--- config.mk ---
export PLATFORM = sky130hd
export DESIGN_NAME = pmem_line_responder
export DESIGN_NICKNAME = d
export VERILOG_FILES = /design/src/rtl/pmem_resp_pkg.sv /design/src/rtl/line_beat_buffer.sv /design/src/rtl/pmem_line_responder.sv
export SDC_FILE = /design/constraint.sdc
export NUM_CORES = 1
export LEC_CHECK = 0
export CAP_MARGIN = 10
export CORE_AREA = 2 2 281 283
export CTS_BUF_LIST = sky130_fd_sc_hd__clkbuf_4 sky130_fd_sc_hd__clkbuf_8
export CTS_CLUSTER_SIZE = 40
export DETAILED_ROUTE_END_ITERATION = 10
export DIE_AREA = 0 0 283 285
export PLACE_DENSITY = 0.55
export SYNTH_ARGS = -nofsm -noshare
export SYNTH_HDL_FRONTEND = slang
export SYNTH_SLANG_ARGS = --single-unit
export TNS_END_PERCENT = 10
--- constraint.sdc ---
create_clock -name clk -period 2.2 [get_ports clk]
set_input_delay 0.44 -clock clk [delete_from_list [all_inputs] [get_ports clk]]
set_output_delay 0.44 -clock clk [all_outputs]
set_load 0.05 [all_outputs]
--- src/rtl/pmem_resp_pkg.sv ---
// Shared definitions for the physical-memory line responder.
// Holds the default geometry of a cacheline and its burst beats, the beat and
// line types built from that geometry, and the responder's state encoding.
package pmem_resp_pkg;

  localparam int LINE_WIDTH  = 256;
  localparam int BEAT_WIDTH  = 64;
  localparam int BEATS       = LINE_WIDTH / BEAT_WIDTH;
  localparam int OFFSET_BITS = 5;

  typedef logic [BEAT_WIDTH-1:0] beat_t;

  // Element 0 is the lowest-addressed beat, i.e. line bits [BEAT_WIDTH-1:0].
  typedef beat_t [BEATS-1:0] line_t;

  typedef enum logic [1:0] {
    IDLE = 2'd0,
    RD   = 2'd1,
    WR   = 2'd2,
    DONE = 2'd3
  } state_t;

endpackage

--- src/rtl/line_beat_buffer.sv ---
// Beat-organised line buffer used by the responder.
// Holds BEATS beats of BEAT_WIDTH bits. A whole line can be loaded in parallel
// (write data latch) or a single beat can be loaded by index (read capture).
// A whole-line load takes priority over a single-beat load.
//
// Ports:
//   clk        system clock, rising edge
//   rst        asynchronous active-low reset, clears every beat
//   load_line  load all beats from line_in
//   line_in    full line, beat 0 in the low bits
//   load_beat  load the beat selected by beat_idx from beat_in
//   beat_idx   beat index for load_beat
//   beat_in    beat data for load_beat
//   rd_idx     beat index for beat_out
//   beat_out   selected beat (combinational from rd_idx)
//   line_out   all beats, beat 0 in the low bits
module line_beat_buffer #(
  parameter int BEAT_WIDTH = pmem_resp_pkg::BEAT_WIDTH,
  parameter int BEATS      = pmem_resp_pkg::BEATS,
  parameter int IDX_W      = (BEATS > 1) ? $clog2(BEATS) : 1
) (
  input  logic                        clk,
  input  logic                        rst,
  input  logic                        load_line,
  input  logic [BEATS*BEAT_WIDTH-1:0] line_in,
  input  logic                        load_beat,
  input  logic [IDX_W-1:0]            beat_idx,
  input  logic [BEAT_WIDTH-1:0]       beat_in,
  input  logic [IDX_W-1:0]            rd_idx,
  output logic [BEAT_WIDTH-1:0]       beat_out,
  output logic [BEATS*BEAT_WIDTH-1:0] line_out
);

  genvar gi;
  generate
    for (gi = 0; gi < BEATS; gi++) begin : g_beat
      logic [BEAT_WIDTH-1:0] beat_reg;

      always_ff @(posedge clk or negedge rst) begin
        if (!rst) begin
          beat_reg <= '0;
        end else if (load_line) begin
          beat_reg <= line_in[gi*BEAT_WIDTH +: BEAT_WIDTH];
        end else if (load_beat && (beat_idx == IDX_W'(gi))) begin
          beat_reg <= beat_in;
        end
      end

      assign line_out[gi*BEAT_WIDTH +: BEAT_WIDTH] = beat_reg;
    end
  endgenerate

  assign beat_out = line_out[rd_idx*BEAT_WIDTH +: BEAT_WIDTH];

endmodule

--- src/rtl/pmem_line_responder.sv ---
// Physical-memory-side responder for the cache's whole-line interface.
// A line read or write from the cache is serviced as a BEATS-beat burst to the
// off-chip memory model; completion is signalled with a one-cycle line_resp.
// Requests are only sampled in IDLE; a simultaneous read and write is served
// read first and the write stays pending until the read has completed.
//
// Ports:
//   clk            system clock, rising edge
//   rst            asynchronous active-low reset
//   line_address   line request address (offset bits are dropped)
//   line_read      line read request, held until line_resp
//   line_write     line write request, held until line_resp
//   line_wdata     line to write, latched when the request is accepted
//   line_rdata     assembled read line, updated only when a read completes
//   line_resp      one-cycle completion pulse
//   burst_address  line-aligned burst address
//   burst_read     burst read strobe, held for the whole burst
//   burst_write    burst write strobe, held for the whole burst
//   burst_wdata    current write beat
//   burst_rdata    returned read beat
//   burst_resp     one beat transferred this cycle
module pmem_line_responder #(
  parameter int ADDR_WIDTH  = 32,
  parameter int LINE_WIDTH  = pmem_resp_pkg::LINE_WIDTH,
  parameter int BEAT_WIDTH  = pmem_resp_pkg::BEAT_WIDTH,
  parameter int OFFSET_BITS = pmem_resp_pkg::OFFSET_BITS
) (
  input  logic                  clk,
  input  logic                  rst,
  input  logic [ADDR_WIDTH-1:0] line_address,
  input  logic                  line_read,
  input  logic                  line_write,
  input  logic [LINE_WIDTH-1:0] line_wdata,
  output logic [LINE_WIDTH-1:0] line_rdata,
  output logic                  line_resp,
  output logic [ADDR_WIDTH-1:0] burst_address,
  output logic                  burst_read,
  output logic                  burst_write,
  output logic [BEAT_WIDTH-1:0] burst_wdata,
  input  logic [BEAT_WIDTH-1:0] burst_rdata,
  input  logic                  burst_resp
);

  import pmem_resp_pkg::*;

  localparam int NUM_BEATS = LINE_WIDTH / BEAT_WIDTH;
  localparam int CNT_W     = (NUM_BEATS > 1) ? $clog2(NUM_BEATS) : 1;
  localparam logic [CNT_W-1:0] LAST_BEAT = CNT_W'(NUM_BEATS - 1);

  state_t                state_reg;
  logic [CNT_W-1:0]      cnt_reg;
  logic [LINE_WIDTH-1:0] buf_line;
  logic [LINE_WIDTH-1:0] capture_line;
  logic                  load_line;
  logic                  load_beat;
  logic                  unused_offset;

  // The offset bits never reach the burst side.
  assign unused_offset = ^line_address[OFFSET_BITS-1:0];

  // The write line is latched on any accepted request; a read then overwrites
  // the buffer beat by beat, which is harmless because line_rdata is separate.
  assign load_line = (state_reg == IDLE) && (line_read || line_write);
  assign load_beat = (state_reg == RD) && burst_resp;

  line_beat_buffer #(
    .BEAT_WIDTH (BEAT_WIDTH),
    .BEATS      (NUM_BEATS),
    .IDX_W      (CNT_W)
  ) u_buf (
    .clk       (clk),
    .rst       (rst),
    .load_line (load_line),
    .line_in   (line_wdata),
    .load_beat (load_beat),
    .beat_idx  (cnt_reg),
    .beat_in   (burst_rdata),
    .rd_idx    (cnt_reg),
    .beat_out  (burst_wdata),
    .line_out  (buf_line)
  );

  // Buffer contents with the beat arriving this cycle merged in, so the
  // complete line can be published on the same edge as the last beat and is
  // never partially visible on line_rdata.
  genvar gi;
  generate
    for (gi = 0; gi < NUM_BEATS; gi++) begin : g_capture
      assign capture_line[gi*BEAT_WIDTH +: BEAT_WIDTH] =
          (cnt_reg == CNT_W'(gi)) ? burst_rdata
                                  : buf_line[gi*BEAT_WIDTH +: BEAT_WIDTH];
    end
  endgenerate

  always_ff @(posedge clk or negedge rst) begin
    if (!rst) begin
      state_reg     <= IDLE;
      cnt_reg       <= '0;
      burst_address <= '0;
      burst_read    <= 1'b0;
      burst_write   <= 1'b0;
      line_resp     <= 1'b0;
      line_rdata    <= '0;
    end else begin
      line_resp <= 1'b0;
      case (state_reg)
        IDLE: begin
          if (line_read || line_write) begin
            burst_address <= {line_address[ADDR_WIDTH-1:OFFSET_BITS], {OFFSET_BITS{1'b0}}};
            cnt_reg       <= '0;
          end
          if (line_read) begin
            burst_read <= 1'b1;
            state_reg  <= RD;
          end else if (line_write) begin
            burst_write <= 1'b1;
            state_reg   <= WR;
          end
        end

        RD: begin
          if (burst_resp) begin
            if (cnt_reg == LAST_BEAT) begin
              cnt_reg    <= '0;
              line_rdata <= capture_line;
              burst_read <= 1'b0;
              line_resp  <= 1'b1;
              state_reg  <= DONE;
            end else begin
              cnt_reg <= cnt_reg + 1'b1;
            end
          end
        end

        WR: begin
          if (burst_resp) begin
            if (cnt_reg == LAST_BEAT) begin
              cnt_reg     <= '0;
              burst_write <= 1'b0;
              line_resp   <= 1'b1;
              state_reg   <= DONE;
            end else begin
              cnt_reg <= cnt_reg + 1'b1;
            end
          end
        end

        DONE: begin
          state_reg <= IDLE;
        end

        default: begin
          state_reg <= IDLE;
        end
      endcase
    end
  end

endmodule

# Yosys cells after proc, flatten, opt, wreduce, memory -nomap -nowiden

Cells that the tools add are included.

Add/subtract/negate cells: 1
Equality and inequality tests: 17
Shifts and indexed selects: 1
Mux-type cells: 30
Reduce and logical (&&, ||, !) cells: 23

Operators by type and width:

| cell                                                                     | number |
|---|---|
| 64-bit 2-to-1 mux                                                        | 11 |
| 256-bit by 9-bit variable part select with 64-bit output                 | 1 |
| 2-bit 2-to-1 mux                                                         | 7 |
| 2-bit nonzero test                                                       | 7 |
| 2-bit inequality test (second input constant)                            | 6 |
| 3-bit AND reduction                                                      | 3 |
| 2-bit equality test (second input constant)                              | 4 |
| 1-bit 2-to-1 mux                                                         | 8 |
| 2-bit by 1-bit inequality test with 1-bit output (second input constant) | 4 |
| 1-bit logical AND                                                        | 6 |
| 2-bit case mux with 3 select lines                                       | 1 |
| 5-bit AND reduction                                                      | 1 |
| 2-bit by 1-bit equality test with 1-bit output (second input constant)   | 2 |
| 2-bit zero test                                                          | 2 |
| 1-bit case mux with 2 select lines                                       | 2 |
| 2-bit case mux with 2 select lines                                       | 1 |
| 4-bit AND reduction                                                      | 1 |
| 3-bit inequality test (second input constant)                            | 1 |
| 2-bit by 1-bit adder with 2-bit output (second input constant)           | 1 |
| 2-bit AND reduction                                                      | 1 |
| 2-bit OR reduction                                                       | 1 |
| 1-bit logical OR                                                         | 1 |

Flip-flop bits (word level): 546
Input port bits: 357
Output and inout port bits: 355

# Longest topological paths before layout

Depth in word-level cells: 5
Depth in mapped cells: 9
Depth with buffers taken out: 5

# Cells and area by module

A second synthesis with hierarchy kept.

Cells, all modules: 2,333
Area total of the unflattened synthesis: 26,703.1 sq um

By module, submodules not included:

| module              | times used | cells each | area each (sq um) | seq. area each (sq um) |
|---|---|---|---|---|
| line_beat_buffer    | 1          | 1,242      | 13,954.6          | 6,406.1 |
| pmem_line_responder | 1          | 1,091      | 12,748.5          | 7,257.0 |

# Least setup slack after synthesis

Ideal clock, no wire load.

Path type: flip-flop to flip-flop
Start point: reg cnt_reg[1]
End point: reg line_rdata[68]
Arrival: 1.834 ns
Data required time: 2.067 ns
Path slack: 0.233 ns
Stages on the path, launching flop included: 9
Buffers on the path: 4
Cell sequence: dfrtp_1 -> buf_2 -> buf_1 -> inv_1 -> ha_1 -> buf_2 -> buf_2 -> mux2i_1 -> o21ai_0

Cells in the longest elaborated chain, start to end: 2
Elaborated cells between the ends (all ways): 4
Those cells by class: 2 x eq/ne; 1 x mux; 1 x reduce/logical

Ends and longest elaborated chain:

| item                                                                                  | line                                                  | RTL |
|---|---|---|
| start: declaration                                                                    | pmem_line_responder.sv:51                             | `logic [CNT_W-1:0] cnt_reg;` |
| start signal: assignment                                                              | pmem_line_responder.sv:130                            | `cnt_reg <= cnt_reg + 1'b1;` |
| start signal: assignment                                                              | pmem_line_responder.sv:143                            | `cnt_reg <= cnt_reg + 1'b1;` |
| 2-bit equality test or 2-bit by 1-bit equality test with 1-bit output (tied branches) | pmem_line_responder.sv:123, pmem_line_responder.sv:90 |  |
| 3-bit AND reduction (no line) or 64-bit 2-to-1 mux (tied branches)                    | n/a                                                   |  |
| end signal: assignment                                                                | pmem_line_responder.sv:125                            | `line_rdata <= capture_line;` |
| end: declaration                                                                      | pmem_line_responder.sv:34                             | `output logic [LINE_WIDTH-1:0] line_rdata,` |

Several ways; a longest one is shown, not always the timed one.
A chain may end at the register's enable or synchronous reset.

# Worst setup path after layout

Start point: reg cnt_reg[0]
End point: out burst_wdata[41]

Cells in the longest elaborated chain, start to end: 1

Ends and longest elaborated chain:

| item                                                     | line                      | RTL |
|---|---|---|
| 256-bit by 9-bit variable part select with 64-bit output | line_beat_buffer.sv:53    | `assign beat_out = line_out[rd_idx*BEAT_WIDTH +: BEAT_WIDTH];` |
| end: declaration                                         | pmem_line_responder.sv:39 | `output logic [BEAT_WIDTH-1:0] burst_wdata,` |

Every way passes these cells.

==> results.sh <==
export IMPL_outcome="finished, violations left"
export IMPL_violations="negative setup slack"
export IMPL_clk_pin_slew_ns=0.06
export IMPL_io_pins=712
export IMPL_pwr_share_clk=0.178
export IMPL_fin_area_um2=36500
export IMPL_cp_max_fo=7
export IMPL_worst_pin_slew_ns=0.624
export IMPL_die_area_um2=80700
export IMPL_fin_crit_sh=1.22
export IMPL_critical_path_class="flip-flop to primary output"
export IMPL_p_sw_frac=0.472
export IMPL_numCtsBuffers=102
export IMPL_grt_pass1_vias=23800
export IMPL_start_util=0.327
export IMPL_layout_min_cycle_time_ns=2.67
export IMPL_fin_util=0.468
export IMPL_cts_buffer_depth=3
export IMPL_yosysWarnings=0
export IMPL_seqCellArea_um2=13700
export IMPL_core_um2=78000
export IMPL_hold_viol_final=0
export IMPL_ctsRootBufferMaster="clkbuf_8"
export IMPL_drt_iter0_markers=1808
export IMPL_r2r_start="cnt_reg[0]$_DFFE_PN0P_"
export IMPL_synth_top_flop_cell="dfrtp_1"
export IMPL_slew_headroom=0.584
export IMPL_gp_congestion=0.886
export IMPL_vias_per_cell=5.18
export IMPL_grt_max_degree=56
export IMPL_dp_hpwl_mm=72.4
export IMPL_postSynthAreaPerCell_um2=9.74
export IMPL_antenna_found_initial=20
export IMPL_ant_nets=0
export IMPL_crit_path_max_incr_delay_ns=0.56
export IMPL_area_growth_pct=43.4
export IMPL_rsz0062_at_grt="yes"
export IMPL_drive_above_1_share=0.151
export IMPL_drv_slew=0
export IMPL_drt_wl_total_mm=104
export IMPL_synthCells=2613
export IMPL_fin_ws_ns=-0.474
export IMPL_p_per_area_nw_per_um2=1680
export IMPL_cp_slowest_cell="mux4_2"
export IMPL_seqPwrFrac=0.285
export IMPL_cts_sinks=546
export IMPL_critical_path_top_delay_family="multiplexers"
export IMPL_drtPass1Iterations=8
export IMPL_die_w_um=283
export IMPL_combPwrFrac=0.537
export IMPL_synth_seq_cells=546
export IMPL_start_kind="flip-flop"
export IMPL_drc=0
export IMPL_r2r_end="u_buf.g_beat[1].beat_reg[61]$_DFFE_PN0P_"
export IMPL_fmax_ghz=0.374
export IMPL_final_fill_count=7403
export IMPL_path_cells="buf_12 > buf_16 > mux4_2 > buf_6"
export IMPL_grt_pass1_wl_mm=154
export IMPL_yosysUniqueCellTypes=29
export IMPL_critPathBufInv=3
export IMPL_wire_per_inst_um=23.2
export IMPL_row_count=103
export IMPL_power_total_w=0.0612
export IMPL_cts_tree="yes"
export IMPL_cts_max_level=3
export IMPL_cp_data_arrival_time_ns=2.23
export IMPL_p_switching_w=0.0289
export IMPL_fin_nets=3709
export IMPL_grt_overflow_total=0
export IMPL_p_int_w=0.0323
export IMPL_end_kind="primary output"
export IMPL_vias=23200
export IMPL_maxCapViolCount=0
export IMPL_worstPathRequired_ns=1.76
export IMPL_fin_worst_skew_ns=0.0316
export IMPL_synth_edff_count=0
export IMPL_multi_input_area_um2=10800
export IMPL_port_buffers=701
export IMPL_die_h_um=285
export IMPL_hold_path_class="input port to async pin"
export IMPL_peakVddDrop_uv=1150
export IMPL_power_leakage_nw=17.4
export IMPL_globalRouteTotalUtil=0.250
export IMPL_r2r_setup_slack_ns=0.05
export IMPL_synth_seq_area_share=0.537
export IMPL_finalSetupViolCount=64
export IMPL_clk_latency_ns=0.70
export IMPL_reg2reg_depth=8
export IMPL_syn_cell_area_um2=25500
export IMPL_dpl_cell_area_um2=34100
export IMPL_ys_async_sr_fraction=1.00
export IMPL_whs_ns=0.304
## area by class of cell
class,instances,share of cell area
sequential,546,0.374
multi-input combinational,1863,0.294
timing repair buffer,826,0.232
clock buffer,163,0.0558
tap,1050,0.0360
clock inverter,18,0.00610
antenna,11,0.000754
inverter,5,0.000514
## cells by family (layout without fill, tap and decap cells)
| family | Yosys count | count (layout) | synth area share |
|---|---|---|---|
| AO/OA/AOI/OAI | 457 | 457 | 0.103 |
| adder cells (fa/ha/maj) | 8 | 8 | 0.00393 |
| buffers and inverters | 208 | 1012 | 0.0451 |
| flip-flops | 546 | 546 | 0.537 |
| multiplexers | 288 | 288 | 0.146 |
| other | 1 | 16 | 0.000147 |
| AND/OR/NAND/NOR | 1105 | 1105 | 0.165 |
## cells in the mapped netlist, drive strengths merged, types with 4 or more instances
| library cell | number | area [µm²] |
|---|---|---|
| ha | 8 | 100 |
| clkbuf | 48 | 180 |
| nor2 | 257 | 965 |
| o21ai | 195 | 987 |
| inv | 5 | 18.8 |
| nand2 | 836 | 3140 |
| a31oi | 257 | 1610 |
| nand3 | 4 | 42.5 |
| buf | 155 | 950 |
| mux2i | 197 | 1970 |
| dfrtp | 546 | 13700 |
| mux2 | 27 | 304 |
| mux4 | 64 | 1440 |
| and3 | 5 | 31.3 |
## through the flow
stage	cells	worst slack, ns	setup TNS, ns
after floorplan	2617	0.233	0
after global placement	4282	0.0589	0
after detailed placement	4282	0.0257	0
after CTS	4469	-0.589	-34.34
after global routing	4479	-0.559	-33.25
final	4482	-0.474	-27.48
## routing by layer
metal,GRT usage,wire [µm],up-vias
met3,0.0670,8030,186
met1,0.316,42300,11700
met5,0,115,-
li1,-,-,10400
met2,0.415,50600,959
met4,0.0839,2990,18
## cell usage in the layout, fill, tap and decap left out, types with 2 or more instances in the layout
master           instances
mux4_2                  64
nand2_1                836
dfrtp_1                544
o21ai_0                194
nor2_1                 257
inv_1                    5
diode_2                 11
buf_12                  59
conb_1                   5
bufinv_16                4
a31oi_1                257
buf_16                   3
clkbuf_4                33
mux2_2                  27
nand3_4                  4
buf_6                   65
ha_4                     3
clkdlybuf4s15_1          2
clkdlybuf4s50_1        350
dlygate4sd2_1          243
dfrtp_4                  2
clkinv_2                10
and3_4                   4
clkbuf_8               130
ha_1                     5
buf_4                   97
mux2i_1                197
buf_8                    4
## how the worst max path moves through the flow
stage	startpoint	endpoint	slack, ns	cells past startpoint
final	cnt_reg[0]$_DFFE_PN0P_	burst_wdata[41]	-0.47	4
after global routing	cnt_reg[0]$_DFFE_PN0P_	burst_wdata[3]	-0.56	4
after CTS	cnt_reg[0]$_DFFE_PN0P_	burst_wdata[30]	-0.59	4
after detailed placement	line_write	u_buf.g_beat[1].beat_reg[23]$_DFFE_PN0P_	0.03	7
after global placement	line_write	u_buf.g_beat[2].beat_reg[24]$_DFFE_PN0P_	0.06	7
after floorplan	cnt_reg[1]$_DFFE_PN0P_	line_rdata[68]$_DFFE_PN0P_	0.23	8
## power by group through the flow
stage	Clock, W	Sequential (W)	Combinational (W)
CTS	0.0111	0.0174	0.0329
global placement	0	0.0174	0.0326
global route	0.0116	0.0179	0.0346
finish	0.0109	0.0174	0.0328
detailed placement	0	0.0176	0.0329
floorplan	0	0.0234	0.0147
## what timing repair did
| action | CTS | global route |
|---|---|---|
| gates cloned | 1 | 1 |
| resized for setup | 322 | 5 |
| pin swaps | 1 | 0 |
| buffers inserted | 4 | 1 |
| hold buffers | 1 | 0 |
| setup endpoints to repair | 310 | 105 |
| hold endpoints to repair | 34 | 0 |
Power figures use the tool's default switching activity.
